$ cat src/rtl/serial_adder_ctrl.sv
// serial_adder_ctrl: bit-serial WIDTH-bit adder sequencing one shared full_adder cell, LSB first.
module full_adder (
  input  logic a,
  input  logic b,
  input  logic c,
  output logic sum,
  output logic carry
);
  assign sum = a ^ b ^ c;
  assign carry = (a & b) | (c & (a ^ b));
endmodule

module serial_adder_ctrl #(
  parameter int WIDTH = 8
) (
  input  logic             clk,
  input  logic             rst_n,
  input  logic             start,
  input  logic [WIDTH-1:0] a_in,
  input  logic [WIDTH-1:0] b_in,
  input  logic             cin,
  output logic             busy,
  output logic             done,
  output logic [WIDTH-1:0] sum_out,
  output logic             cout
);
  localparam int CW = $clog2(WIDTH + 1);
  localparam logic [CW-1:0] LAST = CW'(WIDTH - 1);
  typedef enum logic [1:0] {IDLE, RUN, DONE} state_t;
  state_t state;
  logic [WIDTH-1:0] a, b, res, nxt_res;
  logic [CW-1:0] cnt;
  logic cy, fa_s, fa_c;
  full_adder u_fa (.a(a[0]), .b(b[0]), .c(cy), .sum(fa_s), .carry(fa_c));
  // Sum bit enters at the MSB so the LSB-first stream lands in order after WIDTH shifts.
  assign nxt_res = (res >> 1) | (WIDTH'(fa_s) << (WIDTH - 1));
  always_ff @(posedge clk or negedge rst_n) begin
    if (!rst_n) begin
      state <= IDLE;
      a <= '0;
      b <= '0;
      res <= '0;
      cy <= 1'b0;
      cnt <= '0;
      busy <= 1'b0;
      done <= 1'b0;
      sum_out <= '0;
      cout <= 1'b0;
    end else begin
      case (state)
        IDLE: if (start) begin
          a <= a_in;
          b <= b_in;
          cy <= cin;
          cnt <= '0;
          busy <= 1'b1;
          state <= RUN;
        end
        RUN: begin
          res <= nxt_res;
          a <= a >> 1;
          b <= b >> 1;
          cy <= fa_c;
          cnt <= cnt + CW'(1);
          if (cnt == LAST) begin
            state <= DONE;
            busy <= 1'b0;
            done <= 1'b1;
            sum_out <= nxt_res;
            cout <= fa_c;
          end
        end
        DONE: begin
          done <= 1'b0;
          state <= IDLE;
        end
        default: state <= IDLE;
      endcase
    end
  end
endmodule

$ cat config.mk
export PLATFORM = sky130hd
export DESIGN_NAME = serial_adder_ctrl
export DESIGN_NICKNAME = d
export VERILOG_FILES = /design/src/rtl/serial_adder_ctrl.sv
export SDC_FILE = /design/constraint.sdc
export NUM_CORES = 1
export LEC_CHECK = 0
export CAP_MARGIN = 15
export CORE_ASPECT_RATIO = 1.25
export CORE_MARGIN = 1
export CORE_UTILIZATION = 35
export DETAILED_ROUTE_END_ITERATION = 10
export HOLD_SLACK_MARGIN = 0.03
export PLACE_DENSITY_LB_ADDON = 0.05
export SLEW_MARGIN = 25
export SYNTH_ARGS = -nofsm -noshare
export SYNTH_HDL_FRONTEND = slang
export SYNTH_HIERARCHICAL = 1
export SYNTH_SLANG_ARGS = --single-unit
$ cat constraint.sdc
create_clock -name clk -period 4.5 [get_ports clk]
set_clock_uncertainty 0.1 [all_clocks]
set_input_delay 1.125 -clock clk [delete_from_list [all_inputs] [get_ports clk]]
set_output_delay 1.125 -clock clk [all_outputs]
set_load 0.005 [all_outputs]
# Word-level counts from Yosys, hierarchy flattened
# Cells that the tools add are included.
# classes
addsub	1
n_eq_ne	5
muxes	16
bitwise_logic	6
n_reduce_logical	8
# op_table
op	n
case mux 8 bit (2 select lines)	2
two-way mux 8 bit	2
bitwise OR 7 x 8 -> 8 bit	1
case mux 4 bit (2 select lines)	1
AND reduction 2 bit	4
case mux 1 bit (2 select lines)	3
adder 4 x 1 -> 4 bit, second input constant	1
== test 4 x 3 -> 1 bit, second input constant	1
two-way mux 1 bit	4
two-way mux 2 bit	2
two-way mux 4 bit	1
inequality test 2 bit, second input constant	2
case mux 2 bit (2 select lines)	1
nonzero test 2 bit	2
AND reduction 3 bit	1
AND 1 bit	2
== test 2 x 1 -> 1 bit, second input constant	1
== test 2 bit, second input constant	1
logical NOT 2 bit	1
XOR 1 bit	2
bitwise OR 1 bit	1
# word_totals
regBits	42
out_inout_bits	11
elab_cells	46

# Longest topological paths before layout
# Gate-level depths: netlist (run 1).
# logic_depth
word_depth	4
ltp_mapped	5
depth_no_buf	4

# By module
# Netlist (run 1), hierarchy kept.
# by_module_without_submodules
mod	instances	cells_each	area_each_um2
serial_adder_ctrl	1	159	1756.7
full_adder	1	1	20.0

# Worst setup path before layout (run 1)
# OpenSTA, ideal clock, no wires.
# synth_timing
path_kind	input to register
from	input port start
to	register cnt[3]
t_arrival_ns	1.690
path_slack_ns	2.595
stages	4
path_cell_list	o21bai_1 clkbuf_1 nand2_1 o311ai_0
# synth_between
elab_chain_len	2
# synth_lines
element	line	source
start: declaration	18	input logic start,
inequality test 2 bit (no line)	-	
AND reduction 2 bit (no line)	-	
end signal: assignment	64	cnt <= cnt + CW'(1);
end: declaration	32	logic [CW-1:0] cnt;
# Every way passes these cells.
# A chain may end at the register's enable or synchronous reset.

# Worst setup path after layout (run 1)
# layout_timing
from	input port start
to	register a[4]
# layout_between
elab_chain_len	2
# layout_lines
element	line	source
inequality test 2 bit (no line)	-	
AND reduction 2 bit (no line)	-	
end signal: assignment	52	a <= a_in;
end signal: assignment	61	a <= a >> 1;
end: declaration	31	logic [WIDTH-1:0] a, b, res, nxt_res;
# Every way passes these cells.

==> flow_summary.html, run 1 <==
<table>
<tr><th>Metric</th><th>Value</th></tr>
<tr><th colspan="2">STA</th></tr>
<tr><td>Pin slew with the least headroom to its limit</td><td>0.626 ns</td></tr>
<tr><td>Total count of max-transition violations in the final report</td><td>0</td></tr>
<tr><td>Post-route setup TNS</td><td>0 ns</td></tr>
<tr><td>Slack of the critical path</td><td>2.01 ns</td></tr>
<tr><td>Hold Fails Final Rpt</td><td>0</td></tr>
<tr><td>Highest Clock Rate</td><td>402 MHz</td></tr>
<tr><td>Crit path time final</td><td>2.49 ns</td></tr>
<tr><td>Period utilisation layout</td><td>0.553</td></tr>
<tr><td>Worst max-slew margin expressed relative to the limit</td><td>0.583</td></tr>
<tr><td>Setup repair after global routing missed its margin</td><td>no</td></tr>
<tr><td>Setup-failing EPs final</td><td>0</td></tr>
<tr><th colspan="2">Clocking</th></tr>
<tr><td>Clock root cell</td><td>sky130_fd_sc_hd__clkbuf_8</td></tr>
<tr><td>H-tree lvl count</td><td>2</td></tr>
<tr><td>Count of clock tree sinks</td><td>41</td></tr>
<tr><td>Buffer levels on the longest clock path</td><td>2</td></tr>
<tr><td>Clock buffers created by TritonCTS</td><td>5</td></tr>
<tr><td>Setup repair bufs after CTS</td><td>0</td></tr>
<tr><td>Latest clock arrival within the worst-skew pair</td><td>0.29 ns</td></tr>
<tr><td>Quantity of gates resized following cts</td><td>0</td></tr>
<tr><td>Post-CTS Hold Buffers</td><td>0</td></tr>
<tr><td>Clock transition at the registers of the reported paths</td><td>0.07 ns</td></tr>
<tr><td>CTS tree</td><td>done</td></tr>
<tr><th colspan="2">Power and ir drop</th></tr>
<tr><td>Power density over the cells</td><td>626 nW/um2</td></tr>
<tr><td>Sequential group share of total power</td><td>0.472</td></tr>
<tr><td>Switch share</td><td>0.335</td></tr>
<tr><td>Pint</td><td>0.000917 W</td></tr>
<tr><td>Peak VDD IR</td><td>0.257 mV</td></tr>
<tr><td>Combinational cell fraction of total power</td><td>0.363</td></tr>
<tr><td>Standby leakage power</td><td>0.929 nW</td></tr>
<tr><td>Clock Power Share</td><td>0.165</td></tr>
<tr><td>Net switching power</td><td>0.000461 W</td></tr>
<tr><th colspan="2">Floorplanning</th></tr>
<tr><td>CORE AREA</td><td>4800 um2</td></tr>
<tr><td>Width of the die</td><td>65.7 um</td></tr>
<tr><td>Floorplan row count</td><td>28</td></tr>
<tr><td>Vertical die dimension</td><td>81.7 um</td></tr>
<tr><td>Initial Utilization</td><td>0.370</td></tr>
<tr><td>I/O pins</td><td>31</td></tr>
<tr><td>DIE AREA</td><td>5370 um2</td></tr>
<tr><th colspan="2">Worst setup path</th></tr>
<tr><td>CP Cell Sequence</td><td>clkdlybuf4s50_1 -&gt; buf_4 -&gt; o21bai_1 -&gt; buf_4 -&gt; nand2_1 -&gt; o21ai_0</td></tr>
<tr><td>Classification of the worst setup path</td><td>in -&gt; reg</td></tr>
<tr><td>Setup slack, reg-to-reg</td><td>2.08 ns</td></tr>
<tr><td>Buf/Inv on CP</td><td>3</td></tr>
<tr><td>Required time at the endpoint of the critical path</td><td>4.60 ns</td></tr>
<tr><td>Data arrival time at the worst-slack endpoint</td><td>2.59 ns</td></tr>
<tr><td>Cell mode on critical path</td><td>sky130_fd_sc_hd__buf_4</td></tr>
<tr><td>Worst-path maximum fanout</td><td>17</td></tr>
<tr><td>Max stage delay cell, worst path</td><td>sky130_fd_sc_hd__o21bai_1</td></tr>
<tr><td>Worst setup SP type</td><td>input port</td></tr>
<tr><td>Endpoint class of the critical path</td><td>flip-flop</td></tr>
<tr><td>Family of cells with the greatest summed delay on the critical path</td><td>buffers and inverters</td></tr>
<tr><td>Slowest Stage Delay on Critical Path</td><td>0.43 ns</td></tr>
<tr><th colspan="2">Drt</th></tr>
<tr><td>Post-route ant nets</td><td>0</td></tr>
<tr><td>DRC violation count after routing</td><td>0</td></tr>
<tr><td>Total Wirelength</td><td>3.45 mm</td></tr>
<tr><td>WL per Instance</td><td>13.8 um</td></tr>
<tr><td>Vias</td><td>1262</td></tr>
<tr><td>Number of vias per cell</td><td>5.05</td></tr>
<tr><td>Router iterations before antenna repair</td><td>4</td></tr>
<tr><td>Detailed Route Iter0 Violations</td><td>78</td></tr>
<tr><th colspan="2">Outcome</th></tr>
<tr><td>Result of the run</td><td>finished, final reports clean</td></tr>
<tr><th colspan="2">Placed design</th></tr>
<tr><td>Number of buffers added on ports</td><td>30</td></tr>
<tr><td>Post-placement worst setup slack</td><td>1.68 ns</td></tr>
<tr><td>Final estimated routing congestion in global placement</td><td>0.722</td></tr>
<tr><td>DP HPWL</td><td>2.24 mm</td></tr>
<tr><th colspan="2">Global route</th></tr>
<tr><td>Wire length of the first global-routing pass</td><td>5.91 mm</td></tr>
<tr><td>Overall track demand over capacity in global routing</td><td>0.150</td></tr>
<tr><td>Vias in the first global route</td><td>1284</td></tr>
<tr><td>Pin count of the biggest net entering global routing</td><td>42</td></tr>
<tr><td>Grt ovf</td><td>0</td></tr>
<tr><td>Initial antenna violation count</td><td>0</td></tr>
<tr><th colspan="2">Hold path</th></tr>
<tr><td>Class of the tightest hold or removal check</td><td>reg -&gt; reg</td></tr>
<tr><th colspan="2">Finish</th></tr>
<tr><td>Proportion of layout cells with a drive suffix above 1</td><td>0.147</td></tr>
<tr><td>Final antenna diode count</td><td>0</td></tr>
<tr><td>Net count reported at finish</td><td>211</td></tr>
<tr><td>Layout-stage area growth over the synthesis result</td><td>23.9%</td></tr>
<tr><th colspan="2">Yosys</th></tr>
<tr><td>Most common cell in the netlist</td><td>sky130_fd_sc_hd__dfrtp_1</td></tr>
<tr><td>Flops &amp; latches, synth</td><td>41</td></tr>
<tr><td>Predominant post-synthesis flop cell</td><td>sky130_fd_sc_hd__dfrtp_1</td></tr>
<tr><td>Share of the synthesized area in the top cell type</td><td>0.577</td></tr>
<tr><td>Synth Warn #</td><td>6</td></tr>
<tr><td>Proportion of synthesized flip-flops having asynchronous set or reset</td><td>1.00</td></tr>
<tr><td>Area contributors post-synth</td><td>sky130_fd_sc_hd__dfrtp_1 58%, sky130_fd_sc_hd__mux2_2 10%, sky130_fd_sc_hd__o21ai_0 5.6%</td></tr>
<tr><td>Combined area of all synthesized cells</td><td>1780 um2</td></tr>
<tr><td>Avg Synthesized Cell Area</td><td>11.1 um2</td></tr>
<tr><td>Share of synthesized area occupied by flip-flops and latches</td><td>0.577</td></tr>
<tr><td>Synthesized netlist cell count</td><td>160</td></tr>
<tr><td>Ranking of synthesized cells by instance count</td><td>41 x sky130_fd_sc_hd__dfrtp_1, 22 x sky130_fd_sc_hd__nand2_1, 20 x sky130_fd_sc_hd__o21ai_0</td></tr>
<tr><td>Synth area leader</td><td>sky130_fd_sc_hd__dfrtp_1</td></tr>
<tr><td>Number of different library cells in the post-synthesis netlist</td><td>24</td></tr>
<tr><td>Count of flip-flops with a built-in enable after synthesis</td><td>0</td></tr>
<tr><td>Synthesized Nets</td><td>182</td></tr>
<tr><th colspan="2">Flow run</th></tr>
<tr><td>Max capacitance violation total</td><td>0</td></tr>
</table>
worst register-to-register path: stages (launching register included):
cell and delay, ns:
sky130_fd_sc_hd__dfrtp_1 0.75, sky130_fd_sc_hd__nand2b_1 0.46, sky130_fd_sc_hd__nor3_4 0.61, sky130_fd_sc_hd__mux2_2 0.40
cells by family (layout without fill, tap and decap cells):
group                    count (synthesis)  after routing  share of synthesized area
AO/OA/AOI/OAI                           42             42                      0.136
multiplexers                            17             17                      0.107
AND/OR/NAND/NOR                         46             46                      0.131
flip-flops                              41             41                      0.577
adder cells (fa/ha/maj)                  2              2                     0.0183
buffers and inverters                   12             42                     0.0303
cell usage in the layout (no fill, tap or decap), drive strengths merged:
master	synthesis	final
buf	2	3
a21oi	4	4
o311ai	1	1
a22oi	3	3
nand3	2	2
mux2i	1	1
a21boi	1	1
fa	1	1
nor3	1	1
nor2b	4	4
o21ai	20	20
clkdlybuf4s50	0	29
or2	1	1
nand2	22	22
nand2b	1	1
ha	1	1
o21bai	1	1
and2	12	12
inv	2	2
clkinv	0	2
a31oi	12	12
mux2	16	16
dfrtp	41	41
clkbuf	8	6
nor2	3	3
routing by layer:
layer / vias up / wire length (um) / global-route usage
met5: - / 0 / 0
met4: 0 / 57 / 0.0717
met3: 6 / 142 / 0.0417
met2: 23 / 1650 / 0.239
met1: 620 / 1590 / 0.186
li1: 613 / - / -
state kept, by name (all words and copies together) (netlist names):
signal and count:
done 1, cnt 4, res 7, cy 1
busy 1, sum_out 8, state 2, cout 1
a 8, b 8
power groups by stage:
stage | clock network (W) | registers [W] | logic (W)
global route | 0.000254 | 0.000679 | 0.000573
detailed placement | 0 | 0.000661 | 0.000507
CTS | 0.000240 | 0.000654 | 0.000514
global placement | 0 | 0.000657 | 0.000500
finish | 0.000228 | 0.000650 | 0.000500
floorplan | 0 | 0.000612 | 0.000357
layout make-up:
class / count / area (um2)
Tap cell: 60 / 75.1
Timing Repair Buffer: 32 / 313
Multi-Input combinational cell: 107 / 697
Fill cell: 427 / 2600
Clock buffer: 6 / 72.6
Inverter: 2 / 7.51
Sequential cell: 41 / 1030
Clock inverter: 2 / 10.0
path summary, 6_finish.rpt:
kind | startpoint | end | depth (start not counted)
worst max-delay path | start | a[4] | 6
max in group asynchronous | rst_n | b[3] | 1
worst min-delay path | a[6] | a[6] | 2
worst min register to register | a[6] | a[6] | 2
min in group asynchronous | rst_n | a[5] | 1
worst max register to register | state[0] | sum_out[1] | 3
stage by stage:
stage          instance area [um2]   util  power [W]  std cells  hold slack [ns]
3_3_place_gp                  2120  0.441    0.00116        242            0.356
3_5_place_dp                  2120  0.441    0.00117        242            0.368
6_report                      2200  0.459    0.00138        250            0.379
4_1_cts                       2200  0.458    0.00141        250            0.385
5_1_grt                       2200  0.459    0.00151        250            0.409
2_1_floorplan                 1780      -   0.000970        160            0.342
Note: power is estimated with default switching activity, not from simulation.
==> inputs of run 2 (changes only) <==
clock period = 2.6 ns   (was 4.5 ns; I/O delays follow)
==> run 2 against run 1 <==
Critical path type is now reg -> out. Hold slack got worse by 0.18 ns. Sequential power rose by 63%. Clock power rose by 72%. Flip-flop and latch count did not move. Worst setup slack got worse by 1.3 ns. Largest power group unchanged. First-iteration DRC count fell by 28%. Highest routed layer unchanged. Critical endpoint is now sum_out[2]. Core utilization rose by 0.81 points. Cell count rose by 2.0%.
==> flow_summary.html, run 2 (synthesis results as in run 1) <==
<table>
<tr><th>Metric</th><th>Value</th></tr>
<tr><th colspan="2">Finish</th></tr>
<tr><td>Final antenna diode count</td><td>0 (unchanged)</td></tr>
<tr><td>Post-route core utilization</td><td>0.467 (+0.00808)</td></tr>
<tr><td>Commonest non-fill, non-tap cell in the layout</td><td>sky130_fd_sc_hd__dfrtp_1</td></tr>
<tr><td>Number of inserted filler cells in the final layout</td><td>426 (-0.23%)</td></tr>
<tr><td>Number of standard cells in the layout, taps in and fillers out</td><td>255 (+2.0%)</td></tr>
<tr><td>Proportion of layout cells with a drive suffix above 1</td><td>0.174 (+0.0270)</td></tr>
<tr><td>Sequential Area</td><td>1030 um2 (unchanged)</td></tr>
<tr><td>Leading registers by flop count</td><td>a: 8 flops, b: 8 flops, sum_out: 8 flops</td></tr>
<tr><td>Net count reported at finish</td><td>216 (+2.4%)</td></tr>
<tr><td>Footprint of the multi-input gates</td><td>697 um2 (unchanged)</td></tr>
<tr><td>Layout-stage area growth over the synthesis result</td><td>26.1%</td></tr>
<tr><td>Most frequent cells in the layout</td><td>41 x sky130_fd_sc_hd__dfrtp_1, 29 x sky130_fd_sc_hd__clkdlybuf4s50_1, 22 x sky130_fd_sc_hd__nand2_1, 20 x sky130_fd_sc_hd__o21ai_0, 16 x sky130_fd_sc_hd__mux2_2</td></tr>
<tr><th colspan="2">Worst setup path</th></tr>
<tr><td>Classification of the worst setup path</td><td>reg -&gt; out</td></tr>
<tr><td>Max stage delay cell, worst path</td><td>sky130_fd_sc_hd__clkdlybuf4s50_1</td></tr>
<tr><td>Family of cells with the greatest summed delay on the critical path</td><td>buffers and inverters</td></tr>
<tr><td>CP Cell Sequence</td><td>clkdlybuf4s50_1</td></tr>
<tr><td>Slowest Stage Delay on Critical Path</td><td>0.50 ns (+0.07 ns)</td></tr>
<tr><td>Data arrival time at the worst-slack endpoint</td><td>1.13 ns (-1.46 ns)</td></tr>
<tr><td>Worst setup SP type</td><td>flip-flop</td></tr>
<tr><td>Buf/Inv on CP</td><td>1 (-2)</td></tr>
<tr><td>Endpoint class of the critical path</td><td>output port</td></tr>
<tr><td>Worst-path maximum fanout</td><td>2 (-15)</td></tr>
<tr><td>Required time at the endpoint of the critical path</td><td>1.85 ns (-2.75 ns)</td></tr>
<tr><th colspan="2">Power and ir drop</th></tr>
<tr><td>Power density over the cells</td><td>1090 nW/um2 (+74%)</td></tr>
<tr><td>Net switching power</td><td>0.000813 W (+76%)</td></tr>
<tr><td>Clock Power Share</td><td>0.161 (-0.004)</td></tr>
<tr><td>Combinational cell fraction of total power</td><td>0.402 (+0.039)</td></tr>
<tr><td>Sequential group share of total power</td><td>0.437 (-0.035)</td></tr>
<tr><td>Standby leakage power</td><td>0.952 nW (+2.5%)</td></tr>
<tr><td>Switch share</td><td>0.334 (-0.000946)</td></tr>
<tr><td>Pint</td><td>0.00162 W (+77%)</td></tr>
<tr><td>Peak VDD IR</td><td>0.629 mV (+140%)</td></tr>
<tr><th colspan="2">Placed design</th></tr>
<tr><td>Number of buffers added on ports</td><td>30 (unchanged)</td></tr>
<tr><td>Post-placement worst setup slack</td><td>0.483 ns (-1.19 ns)</td></tr>
<tr><td>DP HPWL</td><td>2.47 mm (+10%)</td></tr>
<tr><td>Final estimated routing congestion in global placement</td><td>0.695 (-3.8%)</td></tr>
<tr><td>Number of placed instances with taps included</td><td>247 (+2.1%)</td></tr>
<tr><th colspan="2">Global route</th></tr>
<tr><td>Grt ovf</td><td>0 (unchanged)</td></tr>
<tr><td>Initial antenna violation count</td><td>0 (unchanged)</td></tr>
<tr><td>Pin count of the biggest net entering global routing</td><td>23 (-45%)</td></tr>
<tr><td>Vias in the first global route</td><td>1320 (+2.8%)</td></tr>
<tr><td>Overall track demand over capacity in global routing</td><td>0.151 (+0.00160)</td></tr>
<tr><td>Wire length of the first global-routing pass</td><td>6.12 mm (+3.5%)</td></tr>
<tr><th colspan="2">STA</th></tr>
<tr><td>Setup repair after global routing missed its margin</td><td>no</td></tr>
<tr><td>Period utilisation layout</td><td>0.724</td></tr>
<tr><td>Slack of the critical path</td><td>0.718 ns (-1.29 ns)</td></tr>
<tr><td>Pin slew with the least headroom to its limit</td><td>0.581 ns (-0.0446 ns)</td></tr>
<tr><td>Worst max-slew margin expressed relative to the limit</td><td>0.611 (+0.0284)</td></tr>
<tr><td>Total count of max-transition violations in the final report</td><td>0 (unchanged)</td></tr>
<tr><td>Hold WS</td><td>0.195 ns (-0.184 ns)</td></tr>
<tr><td>Highest Clock Rate</td><td>531 MHz</td></tr>
<tr><td>Post-route setup TNS</td><td>0 ns (unchanged)</td></tr>
<tr><td>Hold Fails Final Rpt</td><td>0 (unchanged)</td></tr>
<tr><td>Crit path time final</td><td>1.88 ns</td></tr>
<tr><td>Setup-failing EPs final</td><td>0 (unchanged)</td></tr>
<tr><th colspan="2">Floorplanning</th></tr>
<tr><td>DIE AREA</td><td>5370 um2 (unchanged)</td></tr>
<tr><td>Floorplan row count</td><td>28 (unchanged)</td></tr>
<tr><td>I/O pins</td><td>31 (unchanged)</td></tr>
<tr><td>Initial Utilization</td><td>0.370 (unchanged)</td></tr>
<tr><td>Vertical die dimension</td><td>81.7 um (unchanged)</td></tr>
<tr><td>CORE AREA</td><td>4800 um2 (unchanged)</td></tr>
<tr><td>Width of the die</td><td>65.7 um (unchanged)</td></tr>
<tr><th colspan="2">Clocking</th></tr>
<tr><td>Buffer levels on the longest clock path</td><td>2 (unchanged)</td></tr>
<tr><td>Latest clock arrival within the worst-skew pair</td><td>0.28 ns (about the same)</td></tr>
<tr><td>Post-CTS Hold Buffers</td><td>0 (unchanged)</td></tr>
<tr><td>Clock transition at the registers of the reported paths</td><td>0.08 ns (about the same)</td></tr>
<tr><td>Setup repair bufs after CTS</td><td>0 (unchanged)</td></tr>
<tr><td>H-tree lvl count</td><td>2 (unchanged)</td></tr>
<tr><td>Quantity of gates resized following cts</td><td>0 (unchanged)</td></tr>
<tr><td>Count of clock tree sinks</td><td>41 (unchanged)</td></tr>
<tr><td>CTS tree</td><td>done</td></tr>
<tr><td>Clock buffers created by TritonCTS</td><td>5 (unchanged)</td></tr>
<tr><td>Clock root cell</td><td>sky130_fd_sc_hd__clkbuf_8</td></tr>
<tr><th colspan="2">Flow run</th></tr>
<tr><td>Max capacitance violation total</td><td>0 (unchanged)</td></tr>
<tr><th colspan="2">Hold path</th></tr>
<tr><td>Class of the tightest hold or removal check</td><td>in -&gt; async</td></tr>
<tr><th colspan="2">Drt</th></tr>
<tr><td>Detailed Route Iter0 Violations</td><td>56 (-28%)</td></tr>
<tr><td>Post-route ant nets</td><td>0 (unchanged)</td></tr>
<tr><td>Total Wirelength</td><td>3.52 mm (+2.1%)</td></tr>
<tr><td>WL per Instance</td><td>13.8 um (about the same)</td></tr>
<tr><td>Router iterations before antenna repair</td><td>4 (unchanged)</td></tr>
<tr><td>Vias</td><td>1302 (+3.2%)</td></tr>
<tr><td>DRC violation count after routing</td><td>0 (unchanged)</td></tr>
<tr><td>Number of vias per cell</td><td>5.11 (+1.1%)</td></tr>
<tr><th colspan="2">Outcome</th></tr>
<tr><td>Result of the run</td><td>finished, final reports clean</td></tr>
</table>
-- run 2: stage by stage --
| step | total power [W] | cell area (um2) |
|---|---|---|
| floorplan | 0.00168 | 1780 |
| global placement | 0.00204 | 2150 |
| detailed placement | 0.00207 | 2150 |
| CTS | 0.00248 | 2240 |
| global route | 0.00266 | 2240 |
| finish | 0.00244 | 2240 |
-- run 2: layout make-up --
| cell class | count | share of cell area |
|---|---|---|
| clock buffers | 5 | 0.0307 |
| flip-flops and latches | 41 | 0.458 |
| well taps | 60 | 0.0335 |
| clock inverters | 3 | 0.00782 |
| inverters | 2 | 0.00335 |
| multi-input cells | 107 | 0.311 |
| repair buffers | 37 | 0.155 |
-- run 2: worst paths after layout --
check	cells past startpoint	slack, ns	from	end
max in group asynchronous	2	1.56	rst_n	res[3]
worst max-delay path	1	0.72	sum_out[2]	sum_out[2]
worst min-delay path	1	0.19	rst_n	a[4]
worst max register to register	4	0.82	cnt[0]	sum_out[4]
min in group clk	2	0.38	b[1]	b[1]
worst min register to register	2	0.38	b[1]	b[1]
-- run 2: power by group through the flow --
stage               sequential [W]  clock (W)  combinational (W)
finish                     0.00106   0.000392           0.000981
global route               0.00111   0.000442            0.00111
CTS                        0.00107   0.000413           0.000997
detailed placement         0.00108          0           0.000988
global placement           0.00108          0           0.000963
floorplan                  0.00106          0           0.000619
-- run 2: layer usage --
metal  part of all wire  track usage  wire length (um)  vias to the layer above
met5                  0            0                 0                        -
met4             0.0040       0.0522                14                        0
met3              0.049       0.0417               172                        2
met2               0.50        0.261              1750                       29
met1               0.45        0.179              1580                      646
li1                   -            -                 -                      625
==> inputs of run 3 (changes only) <==
clock period = 1.9 ns   (was 2.6 ns; I/O delays follow)
==> run 3 against run 2 <==
Via count is 1.1% lower. Cell count is 2.0% higher. Hold slack worse by 0.16 ns. Global-route usage is 0.42 points higher. Largest power group unchanged.
==> flow_summary.html, run 3 (synthesis results as in run 1) <==
<table>
<tr><th>Metric</th><th>Value</th></tr>
<tr><th colspan="2">Worst setup path</th></tr>
<tr><td>Worst setup SP type</td><td>flip-flop</td></tr>
<tr><td>Slowest Stage Delay on Critical Path</td><td>0.50 ns (about the same)</td></tr>
<tr><td>Setup slack, reg-to-reg</td><td>0.19 ns (-0.63 ns)</td></tr>
<tr><td>Endpoint class of the critical path</td><td>output port</td></tr>
<tr><td>Worst-path maximum fanout</td><td>2 (unchanged)</td></tr>
<tr><td>Required time at the endpoint of the critical path</td><td>1.32 ns (-0.53 ns)</td></tr>
<tr><td>Classification of the worst setup path</td><td>reg -&gt; out</td></tr>
<tr><td>FF-to-FF Start</td><td>cnt[0]</td></tr>
<tr><td>Endpoint of the worst-slack reg-to-reg timing path</td><td>sum_out[2]</td></tr>
<tr><td>Logic depth of the worst register-to-register path</td><td>5 (+1)</td></tr>
<tr><td>CP Cell Sequence</td><td>clkdlybuf4s50_1</td></tr>
<tr><td>Data arrival time at the worst-slack endpoint</td><td>1.15 ns (+0.02 ns)</td></tr>
<tr><td>Max stage delay cell, worst path</td><td>sky130_fd_sc_hd__clkdlybuf4s50_1</td></tr>
<tr><td>Family of cells with the greatest summed delay on the critical path</td><td>buffers and inverters</td></tr>
<tr><td>Buf/Inv on CP</td><td>1 (unchanged)</td></tr>
<tr><th colspan="2">Placed design</th></tr>
<tr><td>Number of buffers added on ports</td><td>30 (unchanged)</td></tr>
<tr><td>DP HPWL</td><td>2.46 mm (-0.28%)</td></tr>
<tr><td>Final estimated routing congestion in global placement</td><td>0.686 (-1.3%)</td></tr>
<tr><td>Number of placed instances with taps included</td><td>252 (+2.0%)</td></tr>
<tr><th colspan="2">Power and ir drop</th></tr>
<tr><td>Power density over the cells</td><td>1530 nW/um2 (+41%)</td></tr>
<tr><td>Standby leakage power</td><td>0.992 nW (+4.2%)</td></tr>
<tr><td>Sequential group share of total power</td><td>0.414 (-0.023)</td></tr>
<tr><td>Clock Power Share</td><td>0.197 (+0.036)</td></tr>
<tr><td>Net switching power</td><td>0.00115 W (+41%)</td></tr>
<tr><td>Pint</td><td>0.00240 W (+48%)</td></tr>
<tr><td>Combinational cell fraction of total power</td><td>0.389 (-0.013)</td></tr>
<tr><td>Power, Total</td><td>0.00355 W (+46%)</td></tr>
<tr><td>Switch share</td><td>0.323 (-0.0102)</td></tr>
<tr><td>Peak VDD IR</td><td>0.931 mV (+48%)</td></tr>
<tr><th colspan="2">Floorplanning</th></tr>
<tr><td>I/O pins</td><td>31 (unchanged)</td></tr>
<tr><td>Width of the die</td><td>65.7 um (unchanged)</td></tr>
<tr><td>Floorplan row count</td><td>28 (unchanged)</td></tr>
<tr><td>DIE AREA</td><td>5370 um2 (unchanged)</td></tr>
<tr><td>CORE AREA</td><td>4800 um2 (unchanged)</td></tr>
<tr><td>Initial Utilization</td><td>0.370 (unchanged)</td></tr>
<tr><td>Vertical die dimension</td><td>81.7 um (unchanged)</td></tr>
<tr><th colspan="2">Drt</th></tr>
<tr><td>Post-route ant nets</td><td>0 (unchanged)</td></tr>
<tr><td>WL per Instance</td><td>14.0 um (+1.4%)</td></tr>
<tr><td>Router iterations before antenna repair</td><td>4 (unchanged)</td></tr>
<tr><td>Number of vias per cell</td><td>4.95 (-3.0%)</td></tr>
<tr><td>Total Wirelength</td><td>3.64 mm (+3.4%)</td></tr>
<tr><td>Vias</td><td>1288 (-1.1%)</td></tr>
<tr><td>DRC violation count after routing</td><td>0 (unchanged)</td></tr>
<tr><td>Detailed Route Iter0 Violations</td><td>88 (+57%)</td></tr>
<tr><th colspan="2">Hold path</th></tr>
<tr><td>Class of the tightest hold or removal check</td><td>in -&gt; async</td></tr>
<tr><th colspan="2">Global route</th></tr>
<tr><td>Overall track demand over capacity in global routing</td><td>0.156 (+0.00421)</td></tr>
<tr><td>Wire length of the first global-routing pass</td><td>6.22 mm (+1.6%)</td></tr>
<tr><td>Pin count of the biggest net entering global routing</td><td>24 (+4.3%)</td></tr>
<tr><td>Grt ovf</td><td>0 (unchanged)</td></tr>
<tr><td>Initial antenna violation count</td><td>0 (unchanged)</td></tr>
<tr><td>Vias in the first global route</td><td>1335 (+1.1%)</td></tr>
<tr><th colspan="2">Finish</th></tr>
<tr><td>Leading registers by flop count</td><td>a: 8 flops, b: 8 flops, sum_out: 8 flops</td></tr>
<tr><td>Number of standard cells in the layout, taps in and fillers out</td><td>260 (+2.0%)</td></tr>
<tr><td>Footprint of the multi-input gates</td><td>697 um2 (unchanged)</td></tr>
<tr><td>Net count reported at finish</td><td>221 (+2.3%)</td></tr>
<tr><td>Final antenna diode count</td><td>0 (unchanged)</td></tr>
<tr><td>Proportion of layout cells with a drive suffix above 1</td><td>0.195 (+0.0206)</td></tr>
<tr><td>Number of inserted filler cells in the final layout</td><td>444 (+4.2%)</td></tr>
<tr><td>Most frequent cells in the layout</td><td>41 x sky130_fd_sc_hd__dfrtp_1, 29 x sky130_fd_sc_hd__clkdlybuf4s50_1, 22 x sky130_fd_sc_hd__nand2_1, 20 x sky130_fd_sc_hd__o21ai_0, 16 x sky130_fd_sc_hd__mux2_2</td></tr>
<tr><td>Commonest non-fill, non-tap cell in the layout</td><td>sky130_fd_sc_hd__dfrtp_1</td></tr>
<tr><td>Sequential Area</td><td>1030 um2 (unchanged)</td></tr>
<tr><td>Layout-stage area growth over the synthesis result</td><td>30.5%</td></tr>
<tr><th colspan="2">STA</th></tr>
<tr><td>Setup repair after global routing missed its margin</td><td>no</td></tr>
<tr><td>Crit path time final</td><td>1.72 ns</td></tr>
<tr><td>Hold Fails Final Rpt</td><td>0 (unchanged)</td></tr>
<tr><td>Worst max-slew margin expressed relative to the limit</td><td>0.683 (+0.0718)</td></tr>
<tr><td>Highest Clock Rate</td><td>580 MHz</td></tr>
<tr><td>Pin slew with the least headroom to its limit</td><td>0.476 ns (-0.106 ns)</td></tr>
<tr><td>Setup-failing EPs final</td><td>0 (unchanged)</td></tr>
<tr><td>Hold WS</td><td>0.0313 ns (-0.164 ns)</td></tr>
<tr><td>Total count of max-transition violations in the final report</td><td>0 (unchanged)</td></tr>
<tr><td>Period utilisation layout</td><td>0.907</td></tr>
<tr><th colspan="2">Clocking</th></tr>
<tr><td>Latest clock arrival within the worst-skew pair</td><td>0.29 ns (about the same)</td></tr>
<tr><td>Buffer levels on the longest clock path</td><td>2 (unchanged)</td></tr>
<tr><td>Count of clock tree sinks</td><td>41 (unchanged)</td></tr>
<tr><td>H-tree lvl count</td><td>2 (unchanged)</td></tr>
<tr><td>Setup repair bufs after CTS</td><td>0 (unchanged)</td></tr>
<tr><td>Quantity of gates resized following cts</td><td>0 (unchanged)</td></tr>
<tr><td>Post-CTS Hold Buffers</td><td>0 (unchanged)</td></tr>
<tr><td>Clock buffers created by TritonCTS</td><td>5 (unchanged)</td></tr>
<tr><td>Clock root cell</td><td>sky130_fd_sc_hd__clkbuf_8</td></tr>
<tr><td>CTS tree</td><td>done</td></tr>
<tr><td>Clock transition at the registers of the reported paths</td><td>0.08 ns (about the same)</td></tr>
<tr><th colspan="2">Flow run</th></tr>
<tr><td>Max capacitance violation total</td><td>0 (unchanged)</td></tr>
<tr><th colspan="2">Outcome</th></tr>
<tr><td>Result of the run</td><td>finished, final reports clean</td></tr>
</table>
-- run 3: worst max path at each step --
stage,from,to,slack (ns),depth (start not counted)
floorplan,cnt[0],sum_out[0],0.40,5
global placement,start,cy,0.03,4
detailed placement,start,b[2],-0.002,4
CTS,cnt[0],sum_out[2],0.14,5
global route,cnt[0],sum_out[4],0.04,5
finish,sum_out[0],sum_out[0],0.18,1
-- run 3: cell type report --
class                      instances  share of cell area
sequential                        41               0.443
multi-input combinational        107               0.301
timing repair buffer              42               0.172
tap                               60              0.0324
clock buffer                       5              0.0297
clock inverter                     3              0.0200
inverter                           2             0.00324
-- run 3: routing by layer --
layer / GRT usage / up-vias / share of wire
li1: - / 634 / -
met1: 0.184 / 622 / 0.45
met2: 0.262 / 28 / 0.48
met3: 0.0486 / 4 / 0.054
met4: 0.0587 / 0 / 0.012
met5: 0 / - / 0
-- run 3: metrics by stage --
step / instance area [um2] / util / worst slack (ns) / TNS (ns)
4_1_cts: 2320 / 0.483 / 0.145 / 0
3_5_place_dp: 2200 / 0.459 / -0.00164 / -0.00164
2_1_floorplan: 1780 / - / 0.400 / 0
5_1_grt: 2320 / 0.483 / 0.0384 / 0
3_3_place_gp: 2200 / 0.459 / 0.0271 / 0
6_report: 2320 / 0.483 / 0.176 / 0
-- run 3: power groups by stage --
| stage | sequential [W] | clock [W] | combinational [W] |
|---|---|---|---|
| 2_1_floorplan | 0.00145 | 0 | 0.000847 |
| 3_3_place_gp | 0.00148 | 0 | 0.00137 |
| 3_5_place_dp | 0.00149 | 0 | 0.00140 |
| 4_1_cts | 0.00148 | 0.000724 | 0.00141 |
| 5_1_grt | 0.00153 | 0.000754 | 0.00156 |
| 6_report | 0.00147 | 0.000700 | 0.00138 |
